==> src/rtl/multicycle_decoder.sv <==
// multicycle_decoder: Moore control FSM for the multicycle ARM-subset core.
// It steps each instruction through fetch, decode, address/execute and
// writeback so that one ALU and one unified memory can be shared. It drives
// the datapath selects and the raw write strobes. The conditional-execution
// logic downstream gates those strobes.
module multicycle_decoder #(
    parameter int ALU_W    = 4,
    parameter int EXT_OPS  = 0,
    parameter int MEM_WAIT = 0
) (
    input  logic             clk,
    input  logic             reset,
    input  logic [1:0]       Op,
    input  logic [5:0]       Funct,
    input  logic [3:0]       Rd,
    input  logic             mem_ready,
    output logic [1:0]       FlagW,
    output logic             PCS,
    output logic             NextPC,
    output logic             RegW,
    output logic             MemW,
    output logic             IRWrite,
    output logic             AdrSrc,
    output logic             ALUSrcA,
    output logic [1:0]       ALUSrcB,
    output logic [1:0]       ResultSrc,
    output logic [1:0]       ImmSrc,
    output logic [1:0]       RegSrc,
    output logic [ALU_W-1:0] ALUControl,
    output logic             undef,
    output logic [3:0]       state
);

    typedef enum logic [3:0] {
        FETCH  = 4'd0,
        DECODE = 4'd1,
        MEMADR = 4'd2,
        MEMRD  = 4'd3,
        MEMWB  = 4'd4,
        MEMWR  = 4'd5,
        EXECR  = 4'd6,
        EXECI  = 4'd7,
        ALUWB  = 4'd8,
        BRANCH = 4'd9
    } state_t;

    state_t     state_reg;
    state_t     state_next;

    // Memory phases advance when the access completes. Without wait states
    // every cycle counts as complete.
    logic       mem_go;
    assign mem_go = (MEM_WAIT == 0) || mem_ready;

    // ALU decode results from Funct[4:1]. They are used in EXEC and in ALUWB.
    logic [2:0] alu_op;
    logic       alu_known;
    logic       alu_cmp;
    logic       alu_arith;
    logic [2:0] alu_ctl_raw;
    logic       branch;

    // State register. Reset returns to FETCH at once, without waiting for clk.
    always_ff @(posedge clk or negedge reset) begin
        if (!reset) begin
            state_reg <= FETCH;
        end else begin
            state_reg <= state_next;
        end
    end

    // Next-state logic. Illegal encodings fall through to FETCH.
    always_comb begin
        state_next = FETCH;
        case (state_reg)
            FETCH:   state_next = mem_go ? DECODE : FETCH;
            DECODE: begin
                case (Op)
                    2'b00:   state_next = Funct[5] ? EXECI : EXECR;
                    2'b01:   state_next = MEMADR;
                    2'b10:   state_next = BRANCH;
                    default: state_next = FETCH;
                endcase
            end
            MEMADR:  state_next = Funct[0] ? MEMRD : MEMWR;
            MEMRD:   state_next = mem_go ? MEMWB : MEMRD;
            MEMWR:   state_next = mem_go ? FETCH : MEMWR;
            EXECR:   state_next = ALUWB;
            EXECI:   state_next = ALUWB;
            default: state_next = FETCH;
        endcase
    end

    // Data-processing operation decode. CMP reuses the SUB encoding but
    // suppresses the register writeback.
    always_comb begin
        alu_op    = 3'd0;
        alu_known = 1'b1;
        alu_cmp   = 1'b0;
        case (Funct[4:1])
            4'b0100: alu_op = 3'd0;
            4'b0010: alu_op = 3'd1;
            4'b0000: alu_op = 3'd2;
            4'b1100: alu_op = 3'd3;
            4'b0001: begin
                if (EXT_OPS != 0) alu_op = 3'd4;
                else              alu_known = 1'b0;
            end
            4'b1010: begin
                if (EXT_OPS != 0) begin
                    alu_op  = 3'd1;
                    alu_cmp = 1'b1;
                end else begin
                    alu_known = 1'b0;
                end
            end
            default: alu_known = 1'b0;
        endcase
        alu_arith = alu_known && (alu_op == 3'd0 || alu_op == 3'd1);
    end

    // Moore outputs for each state, the Op-driven immediate/register selects,
    // and the PC-write strobe. Everything is held at zero while reset is low.
    always_comb begin
        FlagW       = 2'b00;
        PCS         = 1'b0;
        NextPC      = 1'b0;
        RegW        = 1'b0;
        MemW        = 1'b0;
        IRWrite     = 1'b0;
        AdrSrc      = 1'b0;
        ALUSrcA     = 1'b0;
        ALUSrcB     = 2'b00;
        ResultSrc   = 2'b00;
        ImmSrc      = 2'b00;
        RegSrc      = 2'b00;
        alu_ctl_raw = 3'd0;
        undef       = 1'b0;
        branch      = 1'b0;

        case (state_reg)
            FETCH: begin
                ALUSrcA   = 1'b1;
                ALUSrcB   = 2'b10;
                ResultSrc = 2'b10;
                IRWrite   = mem_go;
                NextPC    = mem_go;
            end
            DECODE: begin
                ALUSrcA   = 1'b1;
                ALUSrcB   = 2'b10;
                ResultSrc = 2'b10;
                undef     = (Op == 2'b11);
            end
            MEMADR: begin
                ALUSrcB = 2'b01;
            end
            MEMRD: begin
                AdrSrc = 1'b1;
            end
            MEMWB: begin
                ResultSrc = 2'b01;
                RegW      = 1'b1;
            end
            MEMWR: begin
                AdrSrc = 1'b1;
                MemW   = 1'b1;
            end
            EXECR, EXECI: begin
                ALUSrcB     = (state_reg == EXECI) ? 2'b01 : 2'b00;
                alu_ctl_raw = alu_op;
                undef       = !alu_known;
                if (alu_cmp) begin
                    FlagW = 2'b11;
                end else if (alu_known) begin
                    FlagW = {Funct[0], Funct[0] & alu_arith};
                end
            end
            ALUWB: begin
                RegW = alu_known && !alu_cmp;
            end
            BRANCH: begin
                ALUSrcB   = 2'b01;
                ResultSrc = 2'b10;
                branch    = 1'b1;
            end
            default: ;
        endcase

        case (Op)
            2'b00: begin
                ImmSrc = 2'b00;
                RegSrc = 2'b00;
            end
            2'b01: begin
                ImmSrc = 2'b01;
                RegSrc = Funct[0] ? 2'b00 : 2'b10;
            end
            2'b10: begin
                ImmSrc = 2'b10;
                RegSrc = 2'b01;
            end
            default: ;
        endcase

        PCS = ((Rd == 4'hF) && RegW) || branch;

        if (!reset) begin
            FlagW       = 2'b00;
            PCS         = 1'b0;
            NextPC      = 1'b0;
            RegW        = 1'b0;
            MemW        = 1'b0;
            IRWrite     = 1'b0;
            AdrSrc      = 1'b0;
            ALUSrcA     = 1'b0;
            ALUSrcB     = 2'b00;
            ResultSrc   = 2'b00;
            ImmSrc      = 2'b00;
            RegSrc      = 2'b00;
            alu_ctl_raw = 3'd0;
            undef       = 1'b0;
        end
    end

    // Zero-extend the 3-bit operation code to the configured ALU width.
    genvar gi;
    generate
        for (gi = 0; gi < ALU_W; gi++) begin : g_aluctl
            if (gi < 3) begin : g_bit
                assign ALUControl[gi] = alu_ctl_raw[gi];
            end else begin : g_zero
                assign ALUControl[gi] = 1'b0;
            end
        end
    endgenerate

    assign state = state_reg;

endmodule

==> config.mk <==
export PLATFORM = sky130hd
export DESIGN_NAME = multicycle_decoder
export DESIGN_NICKNAME = d
export VERILOG_FILES = /design/src/rtl/multicycle_decoder.sv
export SDC_FILE = /design/constraint.sdc
export NUM_CORES = 1
export LEC_CHECK = 0
export BUFFER_PORTS_ARGS = -buffer_cell sky130_fd_sc_hd__clkbuf_2
export CAP_MARGIN = 30
export CORE_MARGIN = 1.5
export CORE_UTILIZATION = 41
export CTS_CLUSTER_DIAMETER = 100
export DETAILED_ROUTE_END_ITERATION = 12
export PLACE_DENSITY_LB_ADDON = 0.2
export SYNTH_ARGS = -nofsm -noshare
export SYNTH_HDL_FRONTEND = slang
export SYNTH_SLANG_ARGS = --single-unit
==> constraint.sdc <==
create_clock -name clk -period 3.7 [get_ports clk]
set_input_delay 0.555 -clock clk [delete_from_list [all_inputs] [get_ports clk]]
set_output_delay 0.555 -clock clk [all_outputs]
set_load 0.01 [all_outputs]
==> flow_summary.json <==
{
  "outcome": "complete, no violations",
  "comb_power_share": 0.567,
  "yosysTopAreaCell": "dfrtp_1",
  "post-place-cells": 115,
  "irDropWorstVdd_v": 0.0004991,
  "clk_path_buf_depth": 2,
  "ys_ff_latch": 4,
  "fin_crit_ns": 2.342,
  "holdWs_ns": 0.1512,
  "synth_cells": 72,
  "rows": 12,
  "cts_made_buffers": 3,
  "synth.top_cell.area_share": 0.1839,
  "clkPwrFrac": 0.124,
  "postLayoutCoreUtil": 0.6132,
  "die_area_sq_um": 1555,
  "final_hold_viol_count": 0,
  "antenna_cells": 0,
  "synth_commonest_cells": "nor3_1 (6), buf_4 (5), nor2_1 (5), nor2b_1 (5)",
  "reg2reg_slack_ns": 2.56,
  "rsz0062_at_grt": "no",
  "clk-insertion-delay-late_ns": 0.24,
  "crit_required_ns": 3.14,
  "grt_max_degree": 16,
  "path_max_fanout": 13,
  "setup_tns_ns": 0,
  "syn_to_final_growth_pct": 31.95,
  "grt_first_pass_wirelength_mm": 2.083,
  "cts_setup_buffers": 0,
  "clockRootBuffer": "clkbuf_4",
  "internal_power_w": 0.0002189,
  "drt_iter0_markers": 10,
  "portBuffers": 37,
  "drv_slew": 0,
  "synth_area_leaders": "dfrtp_1 (18%), buf_4 (6.9%), nor2b_1 (5.7%)",
  "core_area_sq_um": 1171,
  "largest_reg_flops": 4,
  "synth_most_common_cell": "nor3_1",
  "antenna_found_initial": 0,
  "via_per_inst": 5.322,
  "setup_viol": 0,
  "first_pass_iters": 4,
  "start_util": 0.4647,
  "ant_nets": 0,
  "synthesis.area_sq_um": 544.3,
  "startpoint_type": "flop",
  "grt-ovfl-total": 0,
  "cp.arrival_ns": 1.79,
  "seqPwrFrac": 0.310,
  "grt_pass1_vias": 488,
  "cap_violations": 0,
  "fmax_ghz": 0.4270,
  "place.gp.congestion": 0.7737,
  "p_leak_nw": 0.3540,
  "route.vias.total": 628,
  "wire_per_inst_microns": 11.18,
  "fin_nets": 121,
  "synthArstFlopShare": 1.000,
  "n_fill_cell": 124,
  "die_y_microns": 39.44,
  "cts_resized": 0,
  "cts_max_level": 1,
  "yosys_warnings": 0,
  "finalNonFillerCells": 118,
  "wirelength_mm": 1.319,
  "cts_tree": "done",
  "drive_gt1_frac": 0.4231,
  "drc": 0,
  "synth_area_per_cell_sq_um": 7.559,
  "swShare": 0.4988,
  "die_w_microns": 39.44,
  "post-dp-hpwl_mm": 1.026,
  "synth_edf_count": 0,
  "yosysSeqAreaShare": 0.1839,
  "powerDensity_nw_per_um2": 608.2,
  "netSwitchingPower_w": 0.0002179,
  "path_clk_slew_ns": 0.04,
  "p_total_w": 0.0004368,
  "hold_buffers": 0,
  "hold_path_class": "in -> async",
  "fin_crit_sh": 0.6329,
  "crit_type": "reg -> out",
  "ys_types": 32,
  "ys.flop_type": "dfrtp_1",
  "clock_skew_ns": 0.004410,
  "grt_usage": 0.1936,
  "num_io_pins": 41,
  "worst_setup_path_end_kind": "primary output",
  "cts.sinks": 4
}
cell usage in the layout, fill, tap and decap left out, types with 3 or more instances in the layout:
master / instances
a31oi_1: 3
clkbuf_4: 3
nand2b_1: 4
clkbuf_2: 37
nor3_1: 6
nor2_1: 5
dfrtp_1: 4
a21oi_1: 4
xnor2_1: 3
nand2_1: 3
nor2b_1: 5
path summary, 6_finish.rpt:
check,startpoint,endpoint,cells past startpoint
setup / recovery,state[3]$_DFF_PN0_,FlagW[0],4
min in group clk,Funct[5],state[0]$_DFF_PN0_,3
setup reg to reg,state[0]$_DFF_PN0_,state[1]$_DFF_PN0_,3
hold reg to reg,state[3]$_DFF_PN0_,state[3]$_DFF_PN0_,1
max in group asynchronous,reset,state[2]$_DFF_PN0_,1
hold / removal,reset,state[3]$_DFF_PN0_,1
cells by family (layout without fill, tap and decap cells):
group,count (synthesis),count (layout),share of synthesized area
and+or+nand+nor,39,39,0.4782
AOI/OAI and AO/OA,13,13,0.1517
buffers and inverters,11,42,0.1150
xor gates and xnor gates,4,4,0.06438
DFF,4,4,0.1839
other,1,2,0.006890
routing by layer:
layer | track usage | wire length [microns] | share of wire | vias up
met5 | 0 | 0 | 0 | -
met4 | 0 | 0 | 0 | 0
met3 | 0.06818 | 96 | 0.073 | 0
met2 | 0.3074 | 632 | 0.48 | 28
li1 | - | - | - | 322
met1 | 0.2646 | 589 | 0.45 | 278
power groups by stage:
stage / Clock, W / Combinational (W) / Sequential [W]
3_5_place_dp: 0 / 0.000249 / 0.000134
3_3_place_gp: 0 / 0.000246 / 0.000134
4_1_cts: 0.0000559 / 0.000250 / 0.000133
5_1_grt: 0.0000582 / 0.000278 / 0.000143
2_1_floorplan: 0 / 0.000217 / 0.0000939
6_report: 0.0000540 / 0.000248 / 0.000135
layout make-up:
type | instances | area, sq um | area share
flip-flops and latches | 4 | 100.1 | 0.1394
clock buffers | 3 | 22.52 | 0.03136
well taps | 14 | 17.52 | 0.02439
repair buffers | 37 | 185.2 | 0.2578
inverters | 2 | 7.507 | 0.01045
multi-input cells | 58 | 385.4 | 0.5366
per-stage QoR:
stage / cell area, sq um / setup WS (ns)
after detailed placement: 695.7 / 1.472
after CTS: 718.2 / 1.355
after floorplan: 548.0 / 1.635
final: 718.2 / 1.358
after global routing: 718.2 / 1.282
after global placement: 695.7 / 1.473
critical path: stages, from the launching register on:
cell	delay [ns]
dfrtp_1	0.50
nand2b_1	0.26
or3_4	0.42
nor4b_4	0.21
clkbuf_2	0.16
Power figures use the tool's default switching activity.
